===== src/rtl/fp16_pkg.sv =====
// Shared widths, raw-significand bit positions, FSM encoding and small helpers
// for the half-precision normalise-and-round stage.
package fp16_pkg;

  localparam int EXP_W  = 5;
  localparam int MAN_W  = 10;
  localparam int RAW_W  = MAN_W + 5;
  // Internal exponent: two extra bits so carries above 31 and shifts below 0 stay visible.
  localparam int EXP_IW = EXP_W + 2;
  localparam int LZC_W  = 4;

  localparam int CARRY_BIT = 14;
  localparam int HID_BIT   = 13;
  localparam int MAN_HI    = 12;
  localparam int MAN_LO    = 3;
  localparam int G_BIT     = 2;
  localparam int R_BIT     = 1;
  localparam int S_BIT     = 0;

  localparam logic [EXP_IW-2:0] EXP_MAX = 6'd31;

  typedef enum logic [1:0] {
    IDLE  = 2'd0,
    NORM  = 2'd1,
    ROUND = 2'd2,
    OUT   = 2'd3
  } state_t;

  // Round-to-nearest-even increment: above half, or exactly half with odd lsb.
  function automatic logic rne_inc(input logic [RAW_W-1:0] raw);
    return raw[G_BIT] & (raw[R_BIT] | raw[S_BIT] | raw[MAN_LO]);
  endfunction

  // Internal exponent is two's complement; these avoid signed-compare surprises.
  function automatic logic exp_le_zero(input logic [EXP_IW-1:0] e);
    return e[EXP_IW-1] || (e == '0);
  endfunction

  function automatic logic exp_ge_max(input logic [EXP_IW-1:0] e);
    return !e[EXP_IW-1] && (e[EXP_IW-2:0] >= EXP_MAX);
  endfunction

endpackage


===== src/rtl/fp16_lzc.sv =====
// Leading-zero counter over the 15-bit raw significand (count 15 for an all-zero word).
module fp16_lzc
  import fp16_pkg::*;
(
  input  logic [RAW_W-1:0] value,
  output logic [LZC_W-1:0] count
);

  // Ascending scan: the highest set bit is the last one to write the count.
  always_comb begin
    count = LZC_W'(RAW_W);
    for (int i = 0; i < RAW_W; i++) begin
      if (value[i]) count = LZC_W'(RAW_W - 1 - i);
    end
  end

endmodule


===== src/rtl/fp16_norm_round.sv =====
// Post-add normalise/round stage for fp16: IDLE -> NORM -> ROUND -> OUT, one op in flight.
// Define FP16_NORM_LZC_EN to replace the bit-serial left shift with a one-cycle LZC shift.
module fp16_norm_round
  import fp16_pkg::*;
(
  input  logic             clk,
  input  logic             rst_n,
  input  logic             in_valid,
  output logic             in_ready,
  input  logic             in_Sign,
  input  logic [EXP_W-1:0] in_Exponent,
  input  logic [RAW_W-1:0] in_Raw,
  output logic             out_valid,
  input  logic             out_ready,
  output logic             out_Sign,
  output logic [EXP_W-1:0] out_Exponent,
  output logic [MAN_W-1:0] out_Mantissa,
  output logic             out_OverFlow,
  output logic             out_UnderFlow,
  output state_t           dbg_state
);

  // Handshake: a transfer happens on a rising edge where valid and ready are both
  // high; out_valid and the data outputs then stay frozen until out_ready is seen.

  state_t              state, state_n;
  logic                sign_q, sign_n;
  logic [EXP_IW-1:0]   exp_q, exp_n;
  logic [RAW_W-1:0]    raw_q, raw_n;
  logic                zero_q, zero_n;
  logic                uf_q, uf_n;

  logic                o_sign_n, o_of_n, o_uf_n, o_valid_n;
  logic [EXP_W-1:0]    o_exp_n;
  logic [MAN_W-1:0]    o_man_n;

  logic [MAN_W:0]      man_sum;
  logic [EXP_IW-1:0]   exp_rnd;
  logic [EXP_IW-1:0]   exp_dec;

`ifdef FP16_NORM_LZC_EN
  logic [LZC_W-1:0]    lz;
  logic [LZC_W-1:0]    shift_amt;
  logic [EXP_IW-1:0]   exp_shift;

  fp16_lzc u_lzc (
    .value (raw_q),
    .count (lz)
  );

  // Only used when neither carry nor hidden is set, so lz is at least 2 here.
  assign shift_amt = lz - LZC_W'(1);
  assign exp_shift = exp_q - {{(EXP_IW-LZC_W){1'b0}}, shift_amt};
`endif

  assign in_ready  = (state == IDLE);
  assign dbg_state = state;

  always_comb begin
    state_n   = state;
    sign_n    = sign_q;
    exp_n     = exp_q;
    raw_n     = raw_q;
    zero_n    = zero_q;
    uf_n      = uf_q;
    o_sign_n  = out_Sign;
    o_exp_n   = out_Exponent;
    o_man_n   = out_Mantissa;
    o_of_n    = out_OverFlow;
    o_uf_n    = out_UnderFlow;
    o_valid_n = out_valid;

    man_sum = {1'b0, raw_q[MAN_HI:MAN_LO]} + {{MAN_W{1'b0}}, rne_inc(raw_q)};
    exp_rnd = exp_q + {{(EXP_IW-1){1'b0}}, man_sum[MAN_W]};
    exp_dec = exp_q - {{(EXP_IW-1){1'b0}}, 1'b1};

    case (state)
      IDLE: begin
        if (in_valid) begin
          sign_n  = in_Sign;
          exp_n   = {2'b00, in_Exponent};
          raw_n   = in_Raw;
          zero_n  = 1'b0;
          uf_n    = 1'b0;
          state_n = NORM;
        end
      end

      NORM: begin
        if (raw_q == '0) begin
          zero_n  = 1'b1;
          state_n = ROUND;
        end else if (raw_q[CARRY_BIT]) begin
          raw_n = {1'b0, raw_q[RAW_W-1:2], raw_q[R_BIT] | raw_q[S_BIT]};
          exp_n = exp_q + {{(EXP_IW-1){1'b0}}, 1'b1};
`ifdef FP16_NORM_LZC_EN
          state_n = ROUND;
`else
          // Right shift counts as a shift cycle; the next NORM pass sees hidden=1.
          state_n = NORM;
`endif
        end else if (raw_q[HID_BIT]) begin
          state_n = ROUND;
        end else begin
`ifdef FP16_NORM_LZC_EN
          if (exp_le_zero(exp_shift)) begin
            uf_n = 1'b1;
          end else begin
            raw_n = raw_q << shift_amt;
            exp_n = exp_shift;
          end
          state_n = ROUND;
`else
          raw_n = raw_q << 1;
          exp_n = exp_dec;
          if (exp_le_zero(exp_dec)) begin
            uf_n    = 1'b1;
            state_n = ROUND;
          end
`endif
        end
      end

      ROUND: begin
        o_sign_n  = sign_q;
        o_valid_n = 1'b1;
        state_n   = OUT;
        if (zero_q || uf_q) begin
          o_exp_n = '0;
          o_man_n = '0;
          o_of_n  = 1'b0;
          o_uf_n  = uf_q;
        end else if (exp_ge_max(exp_rnd)) begin
          o_exp_n = '1;
          o_man_n = '0;
          o_of_n  = 1'b1;
          o_uf_n  = 1'b0;
        end else begin
          o_exp_n = exp_rnd[EXP_W-1:0];
          o_man_n = man_sum[MAN_W-1:0];
          o_of_n  = 1'b0;
          o_uf_n  = 1'b0;
        end
      end

      OUT: begin
        if (out_ready) begin
          o_valid_n = 1'b0;
          state_n   = IDLE;
        end
      end

      default: begin
        state_n   = IDLE;
        o_valid_n = 1'b0;
      end
    endcase
  end

  always_ff @(posedge clk or negedge rst_n) begin
    if (!rst_n) begin
      state         <= IDLE;
      sign_q        <= 1'b0;
      exp_q         <= '0;
      raw_q         <= '0;
      zero_q        <= 1'b0;
      uf_q          <= 1'b0;
      out_valid     <= 1'b0;
      out_Sign      <= 1'b0;
      out_Exponent  <= '0;
      out_Mantissa  <= '0;
      out_OverFlow  <= 1'b0;
      out_UnderFlow <= 1'b0;
    end else begin
      state         <= state_n;
      sign_q        <= sign_n;
      exp_q         <= exp_n;
      raw_q         <= raw_n;
      zero_q        <= zero_n;
      uf_q          <= uf_n;
      out_valid     <= o_valid_n;
      out_Sign      <= o_sign_n;
      out_Exponent  <= o_exp_n;
      out_Mantissa  <= o_man_n;
      out_OverFlow  <= o_of_n;
      out_UnderFlow <= o_uf_n;
    end
  end

endmodule

===== config.mk =====
export PLATFORM = sky130hd
export DESIGN_NAME = fp16_norm_round
export DESIGN_NICKNAME = d
export VERILOG_FILES = /design/src/rtl/fp16_pkg.sv /design/src/rtl/fp16_lzc.sv /design/src/rtl/fp16_norm_round.sv
export SDC_FILE = /design/constraint.sdc
export NUM_CORES = 1
export LEC_CHECK = 0
export CORE_UTILIZATION = 55
export CTS_CLUSTER_SIZE = 20
export DETAILED_ROUTE_END_ITERATION = 6
export PLACE_DENSITY = 0.84
export SETUP_SLACK_MARGIN = 0.15
export SLEW_MARGIN = 20
export SYNTH_ARGS = -nofsm -noshare
export SYNTH_HDL_FRONTEND = slang
export SYNTH_SLANG_ARGS = --single-unit

===== constraint.sdc =====
create_clock -name clk -period 4.8 [get_ports clk]
set_input_delay 0.72 -clock clk [delete_from_list [all_inputs] [get_ports clk]]
set_output_delay 0.72 -clock clk [all_outputs]
set_load 0.01 [all_outputs]

# Yosys cells after proc, flatten, opt, wreduce, memory -nomap -nowiden
# Cells that the tools add are included.
# Widths: inputs -> output; s select.
# classes
add_sub_neg,4
order_cmp,1
eq_ne,12
mux,34
bitwise,3
reduce_logical,16
# ops
op,n
$mux 15,2
$pmux 15 s2,1
$mux 14,2
$mux 7,4
$mux 10,2
$logic_not 15->1,1
$ne 2x2->1 const B,7
$pmux 7 s2,1
$mux 2,6
$add 10x1->11,1
$mux 1,10
$mux 5,2
$reduce_and 3->1,3
$pmux 2 s4,1
$add 7x1->7,1
$add 7x1->7 const B,1
$logic_not 7->1,1
$sub 7x1->7 const B,1
$ge 6x5->1 const B,1
$pmux 1 s2,3
$reduce_and 6->1,1
$ne 5x5->1 const B,1
$eq 2x2->1 const B,2
$reduce_and 2->1,2
other kinds (10),13
# totals
ff_bits,46
inputBits,25
output_inout_bits,22
wordCells,83

# Longest topological paths before layout
# Gate-level depths: netlist of the first run.
# logic_depth
ltp_word,9
ltp_mapped,11
depth_no_buf,10

# Worst setup path after synthesis of the first run
# Ideal clock, no wire load.
# synth_path
kind,register -> register
from,reg raw_q[5]
to,reg out_Exponent[2]
setup_time_ns,0.126
t_arrival_ns,2.612
required_ns,4.674
slack_ns,2.062
path_stages_with_launch,12
path_buffers,1
synth_period_minus_slack_ns,2.738
cell_sequence,dfrtp_1 -> clkbuf_1 -> and4_1 -> and3_1 -> and4_1 -> ha_1 -> ha_1 -> xor2_1 -> and3_1 -> a311oi_1 -> nor3b_2 -> a221o_1
# synth_via
elab_chain_len,6
elab_cells_between_ends,7
# synth_rtl
item,line_no,rtl
"start, declared",fp16_norm_round.sv:29,"logic [RAW_W-1:0] raw_q, raw_n;"
"start signal, assigned",fp16_norm_round.sv:178,raw_q <= raw_n;
$add 10x1->11 (*),fp16_norm_round.sv:73,"man_sum = {1'b0, raw_q[MAN_HI:MAN_LO]} + {{MAN_W{1'b0}}, rne_inc(raw_q)};"
$add 7x1->7 (*),fp16_norm_round.sv:74,"exp_rnd = exp_q + {{(EXP_IW-1){1'b0}}, man_sum[MAN_W]};"
$ge 6x5->1 or $logic_not 1->1 (tied branches),fp16_pkg.sv:40,return !e[EXP_IW-1] && (e[EXP_IW-2:0] >= EXP_MAX);
$logic_and 1x1->1,fp16_pkg.sv:40,
$mux 5 (*),fp16_norm_round.sv:133,end else if (exp_ge_max(exp_rnd)) begin
$mux 5 (*),fp16_norm_round.sv:128,if (zero_q || uf_q) begin
"end signal, assigned",fp16_norm_round.sv:183,out_Exponent <= o_exp_n;
"end, declared",fp16_norm_round.sv:16,"output logic [EXP_W-1:0] out_Exponent,"
# Mark *: on every way between the ends. The rest lies on a longest branch, timed or not.
# A chain may end at the register's enable or synchronous reset.

# Worst setup path after layout of the first run
# layout_path
from,reg raw_q[5]
to,reg out_Mantissa[5]
# layout_via
elab_chain_len,6
elab_cells_between_ends,7
# layout_rtl
item,line_no,rtl
$add 10x1->11 (*),fp16_norm_round.sv:73,
$add 7x1->7,fp16_norm_round.sv:74,
$ge 6x5->1 or $logic_not 1->1 (tied branches),fp16_pkg.sv:40,
$logic_and 1x1->1,fp16_pkg.sv:40,
$mux 10 (*),fp16_norm_round.sv:133,
$mux 10 (*),fp16_norm_round.sv:128,
"end signal, assigned",fp16_norm_round.sv:184,out_Mantissa <= o_man_n;
"end, declared",fp16_norm_round.sv:17,"output logic [MAN_W-1:0] out_Mantissa,"
# Marks and branches as above.

==> results of run 1 <==
logic make-up after synthesis:
| family | Yosys count | synth area share |
|---|---|---|
| AO/OA/AOI/OAI | 94 | 0.2372 |
| XOR/XNOR | 15 | 0.04817 |
| adder cells (fa/ha/maj) | 7 | 0.03211 |
| buffers and inverters | 29 | 0.05229 |
| flip-flops | 46 | 0.4220 |
| multiplexers | 5 | 0.02018 |
| AND/OR/NAND/NOR | 102 | 0.1881 |
routing by layer:
layer | vias to the layer above | share of wire | global-route usage
met4 | 0 | 0.011 | 0.06318
li1 | 1149 | - | -
met2 | 114 | 0.46 | 0.3873
met5 | - | 0 | 0
met3 | 8 | 0.065 | 0.03472
met1 | 1139 | 0.47 | 0.3787
worst paths after layout:
path | start | endpoint | slack (ns) | cells past startpoint
setup / recovery | raw_q[5] | out_Mantissa[5] | 1.78 | 10
hold reg to reg | out_valid | out_valid | 0.48 | 2
setup reg to reg | raw_q[5] | out_Mantissa[5] | 1.78 | 10
min in group clk | out_valid | out_valid | 0.48 | 2
hold / removal | rst_n | out_Exponent[1] | 0.42 | 1
max in group asynchronous | rst_n | sign_q | 3.99 | 1
layout make-up:
cell class / instances / share of cell area
Inverter: 7 / 0.007943
Sequential cell: 46 / 0.3480
Clock inverter: 2 / 0.01815
Multi-Input combinational cell: 223 / 0.4349
Clock buffer: 6 / 0.02496
Tap cell: 67 / 0.02534
Timing Repair Buffer: 47 / 0.1407
worst reg2reg max path: cells and delay by family, from the launching register on:
family                   cells  cell delay, ns
flip-flops                   1            0.48
AO/OA/AOI/OAI                3            0.96
adder cells (fa/ha/maj)      2            0.43
AND/OR/NAND/NOR              4            0.92
XOR/XNOR                     1            0.16
power by group:
part           switching (mW)  leakage [nW]  internal, mW
combinational           0.567         0.730         0.512
clock                   0.130        0.0714         0.222
sequential              0.280         0.576         0.563
cells in the final DEF (no fill, tap or decap), types with 3 or more instances in the layout:
master / instances
ha_1: 7
nand3_1: 6
and3_1: 4
a221o_1: 16
clkbuf_8: 6
xor2_1: 8
and4_1: 3
inv_1: 7
nand3b_1: 3
clkdlybuf4s50_1: 45
and2_1: 3
o21ai_0: 42
dfrtp_1: 46
nor2_1: 19
nor3_1: 5
nand4_1: 4
o31ai_1: 3
nand2_1: 41
a22oi_1: 5
mux2_2: 4
a21oi_1: 5
nor2b_1: 3
o21ai_1: 6
xnor2_1: 7
state kept, by name, indices dropped and copies added, names as in the netlist, named ones only:
name	flops
raw_q	15
exp_q	7
out_OverFlow	1
out_Sign	1
sign_q	1
out_Mantissa	10
uf_q	1
out_UnderFlow	1
dbg_state	1
zero_q	1
out_Exponent	5
out_valid	1
==> qor.txt, run 1 <==
Initial Util - 0.5737
Yosys reg bits - 46
CTS tree - yes
most common cell in the netlist - dfrtp_1
Routed Antenna Nets - 0
Final Util - 0.6958
Detailed Routing Iterations Pass 1 - 5
Layout Cells excl Fill - 398
Final Cycle Share - 0.6284
Hold Buf Count CTS - 0
Max clock buf depth - 2
cts bufs inserted - 5
max_cap viols - 0
CP Launch Type - flop
Yosys top cell area share - 0.4220
fin. max-slew vios - 0
Die Width - 72.42 um
CP max FO - 10
status - complete, no violations
first-pass GRT wire length - 10.41 mm
Peak Freq - 331.6 MHz
die area - 5245 sq um
H-tree depth - 2
worst slack at placement - 1.791 ns
initial antenna violation count - 0
Final Hold Fails - 0
Die Span Y - 72.42 um
synthesized instance count - 298
Synth area leaders - dfrtp_1 42%, o21ai_0 7.7%, a221o_1 5.9%
Synth Net Count - 330
Post-synth EDFFs - 0
maximum VDD drop - 0.0004612 V
worst path cell trace - and4_1 > and3_1 > and4_1 > ha_1 > ha_1 > xor2_1 > and3_1 > a311oi_1 > o21ai_1 > o21ai_0
pwr/cell area - 687.6 nW/um^2
Ports - 47
diode count - 0
multi-input logic area - 1439 sq um
RSZ-0062 raised after global routing - no
PortBufs - 46
sequential standard cell area - 1151 sq um
worst setup path category - flop to flop
GRT Overall Usage - 0.2531
Routed Wire Length - 6.215 mm
Crit. End Element - flop
largest net degree at the start of global routing - 47
Lkg Pwr - 1.377 nW
post-synthesis sequential area ratio - 0.4220
DRT iter0 DRCs - 155
largest delay contributor family on the critical path - compound AO/OA/AOI/OAI gates
placed cell count - 390
clk slew on worst S/H paths - 0.09 ns
Avg Cell Area, Syn - 9.153 sq um
Worst Max-Slew Pin Slew - 0.9582 ns
ys flop type - dfrtp_1
vias in the first global route - 2123
Tmin final - 3.016 ns
Critical Path Max Stage Delay - 0.48 ns
max_slew headroom - 0.3612
routed via count - 2410
DR WL/cell - 15.62 um
Final HPWL DP - 4.293 mm
Sum Neg Setup Slack - 0 ns
fill count - 381
number of distinct library cells after synthesis - 49
Rows - 25
worst min path class - input pin to asynchronous set/reset pin
Nets - 362
Worst EP required - 5.01 ns
Hold WS - 0.4229 ns
synthesized area - 2728 sq um
asr flop ratio synth - 1.000
Synth warnings - 0
Data arrival, critical path - 3.22 ns
root buffer cell - clkbuf_8
layout cells sized above 1 - 0.06647
Final Power - 2.275 mW
clock skew - 0.007850 ns
largest area contributor in the netlist - dfrtp_1
endpoints failing setup - 0
worst-skew pair later-pin latency - 0.30 ns
fin area - 3308 sq um
GRT overflow - 0
postcts setup bufs - 0
placed instance area - 3161 sq um
Area Growth Syn to Fin - 21.28%
core area - 4755 sq um
DR vias/cell - 6.055
DRC - 0
clock sink count - 46
GPL Wtd Cong - 0.8245
final worst slack - 1.784 ns
CP bufs+invs - 0
CP max stage cell - dfrtp_1
Synth top cells by count - 46 x dfrtp_1, 42 x o21ai_0, 41 x nand2_1
Post-CTS Resized - 0
(Power assumes the default switching activity.)
==> run 2: changes to the inputs <==
Settings changed: CORE_UTILIZATION 55 to 53, PLACE_DENSITY 0.84 to 0.81.
Clock period 4.8 ns to 3.05 ns, I/O delays scaled along.
==> run 2 against run 1 <==
  * Final area rose by 2.2%
  * Sequential share of layout area fell by 0.59 points
  * Utilization rose by 0.12 points
  * Combinational power rose by 75%
  * First-iteration DRC count fell by 14%
  * Via count fell by 0.46%
  * Register-to-register slack got worse by 1.5 ns
  * Hold slack got worse by 0.28 ns
==> qor.txt, run 2 (synthesis results as in run 1) <==
status - complete, no violations (unchanged)
Final Power - 3.562 mW (was 2.275 mW)
Reg2Reg Depth - 10 (unchanged)
Die Span Y - 73.74 um (was 72.42 um)
Initial Util - 0.5626 (was 0.5737)
endpoints failing setup - 0 (unchanged)
placed instance area - 3223 sq um (was 3161 sq um)
Area Growth Syn to Fin - 23.90% (was 21.28%)
DR WL/cell - 15.34 um (was 15.62 um)
Detailed Routing Iterations Pass 1 - 4 (was 5)
die area - 5438 sq um (was 5245 sq um)
Hold Buf Count CTS - 0 (unchanged)
root buffer cell - clkbuf_8 (unchanged)
GRT Overall Usage - 0.2441 (was 0.2531)
vias in the first global route - 2033 (was 2123)
R2R setup slack - 0.24 ns (was 1.78 ns)
M1 wire length - 2.971 mm (was 2.896 mm)
H-tree depth - 2 (unchanged)
Worst EP required - 3.24 ns (was 5.01 ns)
commonest cells after routing, fill and taps aside - 45 x clkdlybuf4s50_1, 42 x dfrtp_1, 41 x nand2_1 (was 46 x dfrtp_1, 45 x clkdlybuf4s50_1, 42 x o21ai_0)
Reg with most FFs - raw_q (unchanged)
Die Width - 73.74 um (was 72.42 um)
max layer used - met4 (unchanged)
PortBufs - 46 (unchanged)
CP max FO - 6 (was 10)
maximum VDD drop - 0.0005510 V (was 0.0004612 V)
Peak Freq - 356.1 MHz (was 331.6 MHz)
Worst Max-Slew Pin Slew - 0.8960 ns (was 0.9582 ns)
cts bufs inserted - 5 (unchanged)
Final HPWL DP - 4.459 mm (was 4.293 mm)
pwr/cell area - 1054 nW/um^2 (was 687.6 nW/um^2)
worst setup path category - flop to flop (unchanged)
max reg flops - 15 (unchanged)
layout cells sized above 1 - 0.1085 (was 0.06647)
diode count - 0 (unchanged)
worst r2r src - raw_q[7] (was raw_q[5])
clock skew - 0.004645 ns (was 0.007850 ns)
worst-skew pair later-pin latency - 0.30 ns (about the same)
routed via count - 2399 (was 2410)
Largest regs - raw_q: 15 flops, out_Mantissa: 10 flops, exp_q: 7 flops (unchanged)
max_slew headroom - 0.3981 (was 0.3612)
commonest non-fill, non-tap cell in the layout - clkdlybuf4s50_1 (was dfrtp_1)
CTS tree - yes (unchanged)
GPL Wtd Cong - 0.8549 (was 0.8245)
initial antenna violation count - 0 (unchanged)
Routed Wire Length - 6.258 mm (was 6.215 mm)
Ports - 47 (unchanged)
Nets - 372 (was 362)
Lkg Pwr - 1.405 nW (was 1.377 nW)
Crit. End Element - flop (unchanged)
fin area - 3379 sq um (was 3308 sq um)
core area - 4848 sq um (was 4755 sq um)
met3 wire len - 280 um (was 406 um)
GRT overflow - 0 (unchanged)
worst slack at placement - 0.08537 ns (was 1.791 ns)
Reg2Reg Capture Point - out_Exponent[2] (was out_Mantissa[5])
first-pass GRT wire length - 10.02 mm (was 10.41 mm)
Data arrival, critical path - 3.00 ns (was 3.22 ns)
fin. max-slew vios - 0 (unchanged)
DR vias/cell - 5.880 (was 6.055)
Rows - 25 (unchanged)
DRC - 0 (unchanged)
Final Util - 0.6970 (was 0.6958)
Final Hold Fails - 0 (unchanged)
Routed Antenna Nets - 0 (unchanged)
clk slew on worst S/H paths - 0.09 ns (about the same)
Tmin final - 2.808 ns (was 3.016 ns)
max_cap viols - 0 (unchanged)
largest net degree at the start of global routing - 47 (unchanged)
Final Cycle Share - 0.9207 (was 0.6284)
CP endpoint - out_Exponent[2] (was out_Mantissa[5])
worst min path class - input pin to asynchronous set/reset pin (unchanged)
clock sink count - 46 (unchanged)
routed wl met2 - 2.936 mm (was 2.841 mm)
Sum Neg Setup Slack - 0 ns (unchanged)
Max clock buf depth - 2 (unchanged)
Setup crit start - raw_q[7] (was raw_q[5])
RSZ-0062 raised after global routing - no (unchanged)
final worst slack - 0.2419 ns (was 1.784 ns)
DRT iter0 DRCs - 134 (was 155)
CP Launch Type - flop (unchanged)
==> run 2: worst min-delay path by stage <==
stage | to | from | slack [ns] | depth (start not counted)
after floorplan | asynchronous set/reset pin | rst_n | 0.16 | 0
after global placement | out_valid | out_valid | 0.46 | 2
after detailed placement | out_valid | out_valid | 0.46 | 2
after CTS | raw_q[3] | rst_n | 0.36 | 1
after global routing | raw_q[4] | rst_n | 0.19 | 1
final | raw_q[3] | rst_n | 0.14 | 1
==> run 2: stage by stage <==
step,hold slack (ns),cells
floorplan,0.1619,298
global placement,0.4576,397
detailed placement,0.4622,397
CTS,0.3614,405
global route,0.1869,408
finish,0.1392,408
==> run 2: what timing repair did <==
| action | in CTS | in global routing |
|---|---|---|
| endpoints found under the setup margin | 10 | 15 |
| gates resized for setup | 2 | 9 |
| endpoints found under the hold margin | 0 | 0 |
| pin swaps | 0 | 1 |
| setup buffers | 0 | 3 |
==> run 2: routing by layer <==
| layer | track usage | vias to the layer above |
|---|---|---|
| met2 | 0.3690 | 81 |
| met5 | 0 | - |
| met4 | 0.07051 | 0 |
| li1 | - | 1169 |
| met1 | 0.3628 | 1142 |
| met3 | 0.03429 | 7 |
==> run 2: cell type report <==
class                      count  area, sq um
sequential                    46         1156
tap                           67        83.83
clock inverter                 2        12.51
multi-input combinational    223         1465
fill                         397         1469
inverter                       7        26.28
timing repair buffer          57        553.0
clock buffer                   6        82.58
==> run 2: where the power goes <==
group / internal (mW) / switching, mW / total (mW)
registers: 0.892 / 0.387 / 1.28
logic: 0.918 / 0.971 / 1.89
clock network: 0.182 / 0.211 / 0.394
==> run 2: worst max-delay path: stages, from the launching register on <==
cell      delay [ns]
dfrtp_2         0.44
and4_1          0.22
and3_1          0.21
and4_1          0.23
ha_1            0.20
ha_1            0.22
xor2_1          0.16
and3_1          0.24
a311oi_4        0.35
nor3b_2         0.14
a221o_1         0.28
